### src/rtl/ahb_slave_interface.sv
// AHB-side front end of the AHB2APB bridge: transfer qualification, peripheral
// decode, free-running address/data delay pipeline, unmapped-address ERROR
// response and a saturating error-event counter.
module ahb_slave_interface #(
   parameter logic [31:0] BASE_ADDR   = 32'h8000_0000,
   parameter int unsigned REGION_BITS = 26
) (
   input  logic        Hclk,
   input  logic        Hresetn,
   input  logic        Hwrite,
   input  logic        Hreadyin,
   input  logic [1:0]  Htrans,
   input  logic [31:0] Haddr,
   input  logic [31:0] Hwdata,
   input  logic [31:0] Prdata,
   output logic        valid,
   output logic [2:0]  tempselx,
   output logic [31:0] Haddr1,
   output logic [31:0] Haddr2,
   output logic [31:0] Hwdata1,
   output logic [31:0] Hwdata2,
   output logic        Hwritereg,
   output logic [31:0] Hrdata,
   output logic [1:0]  Hresp,
   output logic        err_hready,
   output logic [7:0]  err_count
);

   localparam int unsigned ADDR_W    = 32;
   localparam int unsigned CNT_W     = 8;
   localparam int unsigned NUM_REGS  = 3;
   localparam logic [1:0]  RESP_OKAY = 2'b00;
   localparam logic [1:0]  RESP_ERR  = 2'b01;

   typedef enum logic [1:0] {
      ST_OK   = 2'd0,
      ST_ERR1 = 2'd1,
      ST_ERR2 = 2'd2
   } err_state_e;

   err_state_e         state_q, state_d;
   logic [1:0]         hresp_q, hresp_d;
   logic               err_hready_q, err_hready_d;
   logic [CNT_W-1:0]   err_count_q, err_count_d;
   logic [ADDR_W-1:0]  haddr1_q, haddr1_d;
   logic [ADDR_W-1:0]  haddr2_q, haddr2_d;
   logic [ADDR_W-1:0]  hwdata1_q, hwdata1_d;
   logic [ADDR_W-1:0]  hwdata2_q, hwdata2_d;
   logic               hwritereg_q, hwritereg_d;

   logic               active;
   logic               in_range;
   logic [ADDR_W-1:0]  off;
   logic [ADDR_W-1:0]  off_hi;
   logic [1:0]         idx;
   logic [2:0]         sel;
   logic               unused_htrans0;

   // Only HTRANS[1] distinguishes NONSEQ/SEQ from IDLE/BUSY.
   assign unused_htrans0 = Htrans[0];

   // Address window decode; the >= term keeps a wrapped offset from aliasing.
   always_comb begin
      active   = Hreadyin & Htrans[1];
      off      = Haddr - BASE_ADDR;
      off_hi   = off >> REGION_BITS;
      idx      = off[REGION_BITS +: 2];
      in_range = (Haddr >= BASE_ADDR) && (off_hi < ADDR_W'(NUM_REGS));
      sel      = 3'b000;
      if (in_range) begin
         case (idx)
            2'd0:    sel = 3'b001;
            2'd1:    sel = 3'b010;
            2'd2:    sel = 3'b100;
            default: sel = 3'b000;
         endcase
      end
   end

   // Free-running delay pipeline consumed by the APB controller.
   always_comb begin
      haddr1_d    = Haddr;
      haddr2_d    = haddr1_q;
      hwdata1_d   = Hwdata;
      hwdata2_d   = hwdata1_q;
      hwritereg_d = Hwrite;
   end

   // Error FSM next state, counter and state-decoded response outputs.
   always_comb begin
      state_d      = state_q;
      err_count_d  = err_count_q;
      hresp_d      = RESP_OKAY;
      err_hready_d = 1'b1;
      case (state_q)
         ST_OK: begin
            if (active && !in_range) begin
               state_d = ST_ERR1;
               if (err_count_q != {CNT_W{1'b1}}) begin
                  err_count_d = err_count_q + CNT_W'(1);
               end
            end
         end
         ST_ERR1: state_d = ST_ERR2;
         ST_ERR2: state_d = ST_OK;
         default: state_d = ST_OK;
      endcase
      case (state_d)
         ST_ERR1: begin
            hresp_d      = RESP_ERR;
            err_hready_d = 1'b0;
         end
         ST_ERR2: begin
            hresp_d      = RESP_ERR;
            err_hready_d = 1'b1;
         end
         default: begin
            hresp_d      = RESP_OKAY;
            err_hready_d = 1'b1;
         end
      endcase
   end

   // State and pipeline registers.
   always_ff @(posedge Hclk or negedge Hresetn) begin
      if (!Hresetn) begin
         state_q      <= ST_OK;
         hresp_q      <= RESP_OKAY;
         err_hready_q <= 1'b1;
         err_count_q  <= '0;
         haddr1_q     <= '0;
         haddr2_q     <= '0;
         hwdata1_q    <= '0;
         hwdata2_q    <= '0;
         hwritereg_q  <= 1'b0;
      end else begin
         state_q      <= state_d;
         hresp_q      <= hresp_d;
         err_hready_q <= err_hready_d;
         err_count_q  <= err_count_d;
         haddr1_q     <= haddr1_d;
         haddr2_q     <= haddr2_d;
         hwdata1_q    <= hwdata1_d;
         hwdata2_q    <= hwdata2_d;
         hwritereg_q  <= hwritereg_d;
      end
   end

   // Output mapping; valid is suppressed while an ERROR response is running.
   assign valid      = active & in_range & (state_q == ST_OK);
   assign tempselx   = sel;
   assign Hrdata     = Prdata;
   assign Haddr1     = haddr1_q;
   assign Haddr2     = haddr2_q;
   assign Hwdata1    = hwdata1_q;
   assign Hwdata2    = hwdata2_q;
   assign Hwritereg  = hwritereg_q;
   assign Hresp      = hresp_q;
   assign err_hready = err_hready_q;
   assign err_count  = err_count_q;

endmodule

### config.mk
export PLATFORM = sky130hd
export DESIGN_NAME = ahb_slave_interface
export DESIGN_NICKNAME = d
export VERILOG_FILES = /design/src/rtl/ahb_slave_interface.sv
export SDC_FILE = /design/constraint.sdc
export NUM_CORES = 1
export LEC_CHECK = 0
export BUFFER_PORTS_ARGS = -buffer_cell sky130_fd_sc_hd__buf_2
export CAP_MARGIN = 20
export CELL_PAD_IN_SITES_DETAIL_PLACEMENT = 2
export CELL_PAD_IN_SITES_GLOBAL_PLACEMENT = 2
export CORE_ASPECT_RATIO = 1.2
export CORE_MARGIN = 2
export CORE_UTILIZATION = 23
export CTS_CLUSTER_SIZE = 14
export DETAILED_ROUTE_END_ITERATION = 8
export MAX_ROUTING_LAYER = met4
export PLACE_DENSITY_LB_ADDON = 0.2
export RECOVER_POWER = 100
export SYNTH_ARGS = -nofsm -noshare
export SYNTH_HDL_FRONTEND = slang
export SYNTH_SLANG_ARGS = --single-unit
### constraint.sdc
create_clock -name Hclk -period 1.3 [get_ports Hclk]
set_input_delay 0.195 -clock Hclk [delete_from_list [all_inputs] [get_ports Hclk]]
set_output_delay 0.195 -clock Hclk [all_outputs]
set_load 0.01 [all_outputs]
==> impl_metrics.csv <==
group,metric,value,unit
sta,highest_clock_rate,647.5,MHz
synthesis,synth-async-reset-ratio,1.000,
sta,finalClockSkew,5.128,ps
worst_hold_path,min-delay-path-class,"in -> reg",
grt,antenna_found_initial,0,
sta,timing.final.crit_period,1544,ps
detailed_routing,drt_drc_violations_left,0,
synthesis,synth_largest_type_area_fraction,0.8560,
synthesis,synthTopCellsByArea,"sky130_fd_sc_hd__dfrtp_1 (86%), sky130_fd_sc_hd__buf_4 (6.1%), sky130_fd_sc_hd__xnor2_1 (1.1%)",
detailed_routing,antenna_left,0,
synthesis,synth_top_cell_by_area,"sky130_fd_sc_hd__dfrtp_1",
synthesis,synth_warnings,0,
status,violations,"setup timing",
floorplan,floorplan.die.width,125.8,µm
status,status,"complete, but fails checks",
sta,setup_ws,-244.4,ps
synthesis,synth_cell_types,24,
detailed_routing,wl_per_cell,16.60,µm
detailed_routing,drt-total-wl,12300,µm
sta,worstMarginPinSlew,1003,ps
synthesis,synthesis.nets,318,
synthesis,yosysSeqAreaShare,0.8624,
floorplan,io_pins,278,
floorplan,core_area,0.01751,mm²
synthesis,postSynthRegisterBits,141,
detailed_routing,count_of_tritonroute_iterations_in_the_first_routing_pass,4,
final_layout,final_nets,612,
floorplan,starting_utilization_of_the_core_area,0.2338,
setup_path,critPathKind,"reg -> out",
setup_path,worst-r2r-cell-count,5,
setup_path,crit-reg2reg-capture,"err_count[6]$_DFFE_PN0P_",
sta,report.final.setup_viol,11,
sta,finalCritPeriodShare,1.188,
cts,cts_max_level,4,
synthesis,syn-cell-area,0.004093,mm²
setup_path,critPathCapture,"valid",
power_and_ir_drop,cellInternalPower,0.008413,W
cts,cts_buffer_depth,2,
synthesis,postSynthAreaPerCell,19.12,µm²
grt,grt_overflow_total,0,
detailed_routing,drt-vias-per-instance,3.835,
setup_path,cp-startpoint,"state_q[0]$_DFF_PN0_",
power_and_ir_drop,p_leak,3.342,nW
synthesis,postSynthCellCount,214,
flow_run,cap_violations,0,
sta,rsz0062_at_grt,"true",
cts,cts_root_buf,"sky130_fd_sc_hd__clkbuf_16",
sta,slew_headroom,0.3311,
setup_path,start_kind,"flop",
grt,via_count_of_the_first_global_routing_pass,3266,
setup_path,cp_data_required_time,1110,ps
placement,hpwl_after_detailed_placement,8632,µm
placement,dpl_worst_slack,-136.1,ps
cts,worst_setup_hold_path_clk_slew,60,ps
setup_path,worst_r2r_setup_slack,-240,ps
sta,whs,105.0,ps
final_layout,final_area,0.006770,mm²
final_layout,final_layout_size_suffix_gt1_frac,0.5317,
setup_path,worstPathMaxFanout,2,
cts,worstSkewPairLatency,410,ps
power_and_ir_drop,fin_total_pwr,0.01119,W
cts,tritoncts.num_buffers,17,
power_and_ir_drop,clock_power_share,0.435,
setup_path,end_kind,"output port",
power_and_ir_drop,net-switching-power,0.002777,W
floorplan,fp-row-count,53,
detailed_routing,via_count,2842,
floorplan,area_of_the_die,0.01888,mm²
detailed_routing,detailedRoute.firstIterationViolations,70,
power_and_ir_drop,power_switching_share,0.2481,
synthesis,netlist_top_cells_count,"sky130_fd_sc_hd__dfrtp_1 (140), sky130_fd_sc_hd__buf_4 (33), sky130_fd_sc_hd__nand2_1 (5), sky130_fd_sc_hd__xnor2_1 (5), sky130_fd_sc_hd__nand4_1 (4)",
cts,tritoncts_num_sinks,141,
synthesis,number_of_synthesized_flops_with_an_enable_pin,0,
power_and_ir_drop,p_seq_frac,0.433,
grt,grt_max_degree,40,
sta,finalHoldViolCount,0,
synthesis,synthMostInstantiatedCell,"sky130_fd_sc_hd__dfrtp_1",
final_layout,antenna_cells_inserted,0,
grt,track_usage,0.1373,
sta,slew_viol_final,0,
placement,place_inst,636,
power_and_ir_drop,combPwrFrac,0.131,
setup_path,r2r-start,"state_q[0]$_DFF_PN0_",
placement,place_congestion,0.6910,
placement,port_buffers,211,
power_and_ir_drop,power-per-cell-area,1653,mW/mm²
cts,tritoncts,"done",
final_layout,layout.cells.non_filler,741,
floorplan,chipHeight,150.1,µm
setup_path,timing.critical_path.arrival,1350,ps
placement,dpl-instance-area,0.005388,mm²
grt,global_route_wire_length_before_repair,18910,µm
power_and_ir_drop,peakVddDrop,0.8092,mV
final_layout,area_added_between_synthesis_and_finish,65.42,%
synthesis,synth_flop_cell,"sky130_fd_sc_hd__dfrtp_1",
worst min-delay path by stage:
stage / startpoint / to / slack (ps) / depth (start not counted)
5_1_grt: Haddr[27] / Haddr1[27]$_DFF_PN0_ / 90 / 2
4_1_cts: Haddr[26] / Haddr1[26]$_DFF_PN0_ / 20 / 2
3_5_place_dp: Hresetn / Hwdata2[16]$_DFF_PN0_ / 150 / 1
3_3_place_gp: Hresetn / Hwdata1[16]$_DFF_PN0_ / 140 / 1
2_1_floorplan: Hresetn / Haddr1[0]$_DFF_PN0_ / -100 / 0
6_report: Haddr[27] / Haddr1[27]$_DFF_PN0_ / 100 / 2
flip-flops by register name (all words and copies together) (netlist names):
| name | flops |
|---|---|
| Haddr1 | 32 |
| Haddr2 | 32 |
| Hresp | 1 |
| Hwdata1 | 32 |
| Hwdata2 | 32 |
| Hwritereg | 1 |
| err_count | 8 |
| err_hready | 1 |
| state_q | 2 |
area by class of cell:
class	count	area [µm²]
sequential	141	3531
fill	1831	10740
clock buffer	18	439.2
multi-input combinational	37	330.3
timing repair buffer	308	2022
clock inverter	14	161.4
tap	220	275.3
inverter	3	11.26
metrics by stage:
stage / util / setup TNS (ps)
6_report: 0.3867 / -1815
5_1_grt: 0.3867 / -12960
4_1_cts: 0.3826 / -1716
3_5_place_dp: 0.3077 / -867.5
3_3_place_gp: 0.3077 / -610.5
2_1_floorplan: - / -129.3
routing by layer:
| layer | wire (µm) | vias up | share of wire | track usage |
|---|---|---|---|---|
| li1 | - | 1246 | - | - |
| met1 | 4364 | 1443 | 0.35 | 0.1413 |
| met2 | 6905 | 140 | 0.56 | 0.2449 |
| met3 | 837 | 13 | 0.068 | 0.04442 |
| met4 | 189 | 0 | 0.015 | 0.05275 |
| met5 | 0 | - | 0 | - |
cells in the final DEF, fill, tap and decap left out, types with 2 or more instances in the layout:
cell type / Yosys / final
sky130_fd_sc_hd__buf_12: 0 / 2
sky130_fd_sc_hd__inv_8: 0 / 2
sky130_fd_sc_hd__clkinv_4: 0 / 5
sky130_fd_sc_hd__bufinv_16: 0 / 2
sky130_fd_sc_hd__inv_6: 0 / 2
sky130_fd_sc_hd__dfrtp_1: 140 / 139
sky130_fd_sc_hd__nand2_1: 5 / 3
sky130_fd_sc_hd__mux2_4: 1 / 2
sky130_fd_sc_hd__ha_1: 2 / 2
sky130_fd_sc_hd__buf_2: 0 / 196
sky130_fd_sc_hd__nand4_1: 4 / 4
sky130_fd_sc_hd__a21oi_1: 2 / 2
sky130_fd_sc_hd__clkinv_2: 0 / 2
sky130_fd_sc_hd__inv_1: 3 / 3
sky130_fd_sc_hd__nand2b_1: 2 / 2
sky130_fd_sc_hd__and3_1: 3 / 3
sky130_fd_sc_hd__clkbuf_1: 0 / 12
sky130_fd_sc_hd__dlygate4sd3_1: 0 / 64
sky130_fd_sc_hd__clkbuf_16: 0 / 17
sky130_fd_sc_hd__xnor2_1: 5 / 5
sky130_fd_sc_hd__buf_4: 33 / 18
sky130_fd_sc_hd__buf_6: 0 / 16
sky130_fd_sc_hd__nand2_2: 0 / 2
sky130_fd_sc_hd__nor3b_2: 0 / 2
what timing repair did:
action,in CTS,in global routing
buffers inserted,3,6
hold endpoints to repair,93,0
hold buffers,64,0
setup endpoints to repair,15,22
pin swaps,7,3
resized for setup,13,16
cell families (layout without fill, tap and decap cells):
family | after synthesis | count (layout) | share of synthesized area
fa+ha+maj | 2 | 2 | 0.006113
xor+xnor | 5 | 5 | 0.01070
flops | 141 | 141 | 0.8624
mux | 2 | 2 | 0.006419
other cells | 1 | 1 | 0.0009163
simple gates | 24 | 24 | 0.04371
buf+inv | 36 | 343 | 0.06328
compound gates | 3 | 3 | 0.006421
power groups by stage:
stage	Sequential [W]	Combinational (W)	Clock (W)
3_3_place_gp	0.00489	0.00112	0
2_1_floorplan	0.00507	0.000286	0
6_report	0.00485	0.00147	0.00487
4_1_cts	0.00485	0.00137	0.00503
5_1_grt	0.00489	0.00160	0.00522
3_5_place_dp	0.00492	0.00115	0
critical path, stage by stage, from the launching register on:
cell and delay [ps]:
sky130_fd_sc_hd__dfrtp_1 380, sky130_fd_sc_hd__nand4bb_4 240, sky130_fd_sc_hd__buf_6 130, sky130_fd_sc_hd__nor2_2 60, sky130_fd_sc_hd__buf_2 130
Power figures use the tool's default switching activity.
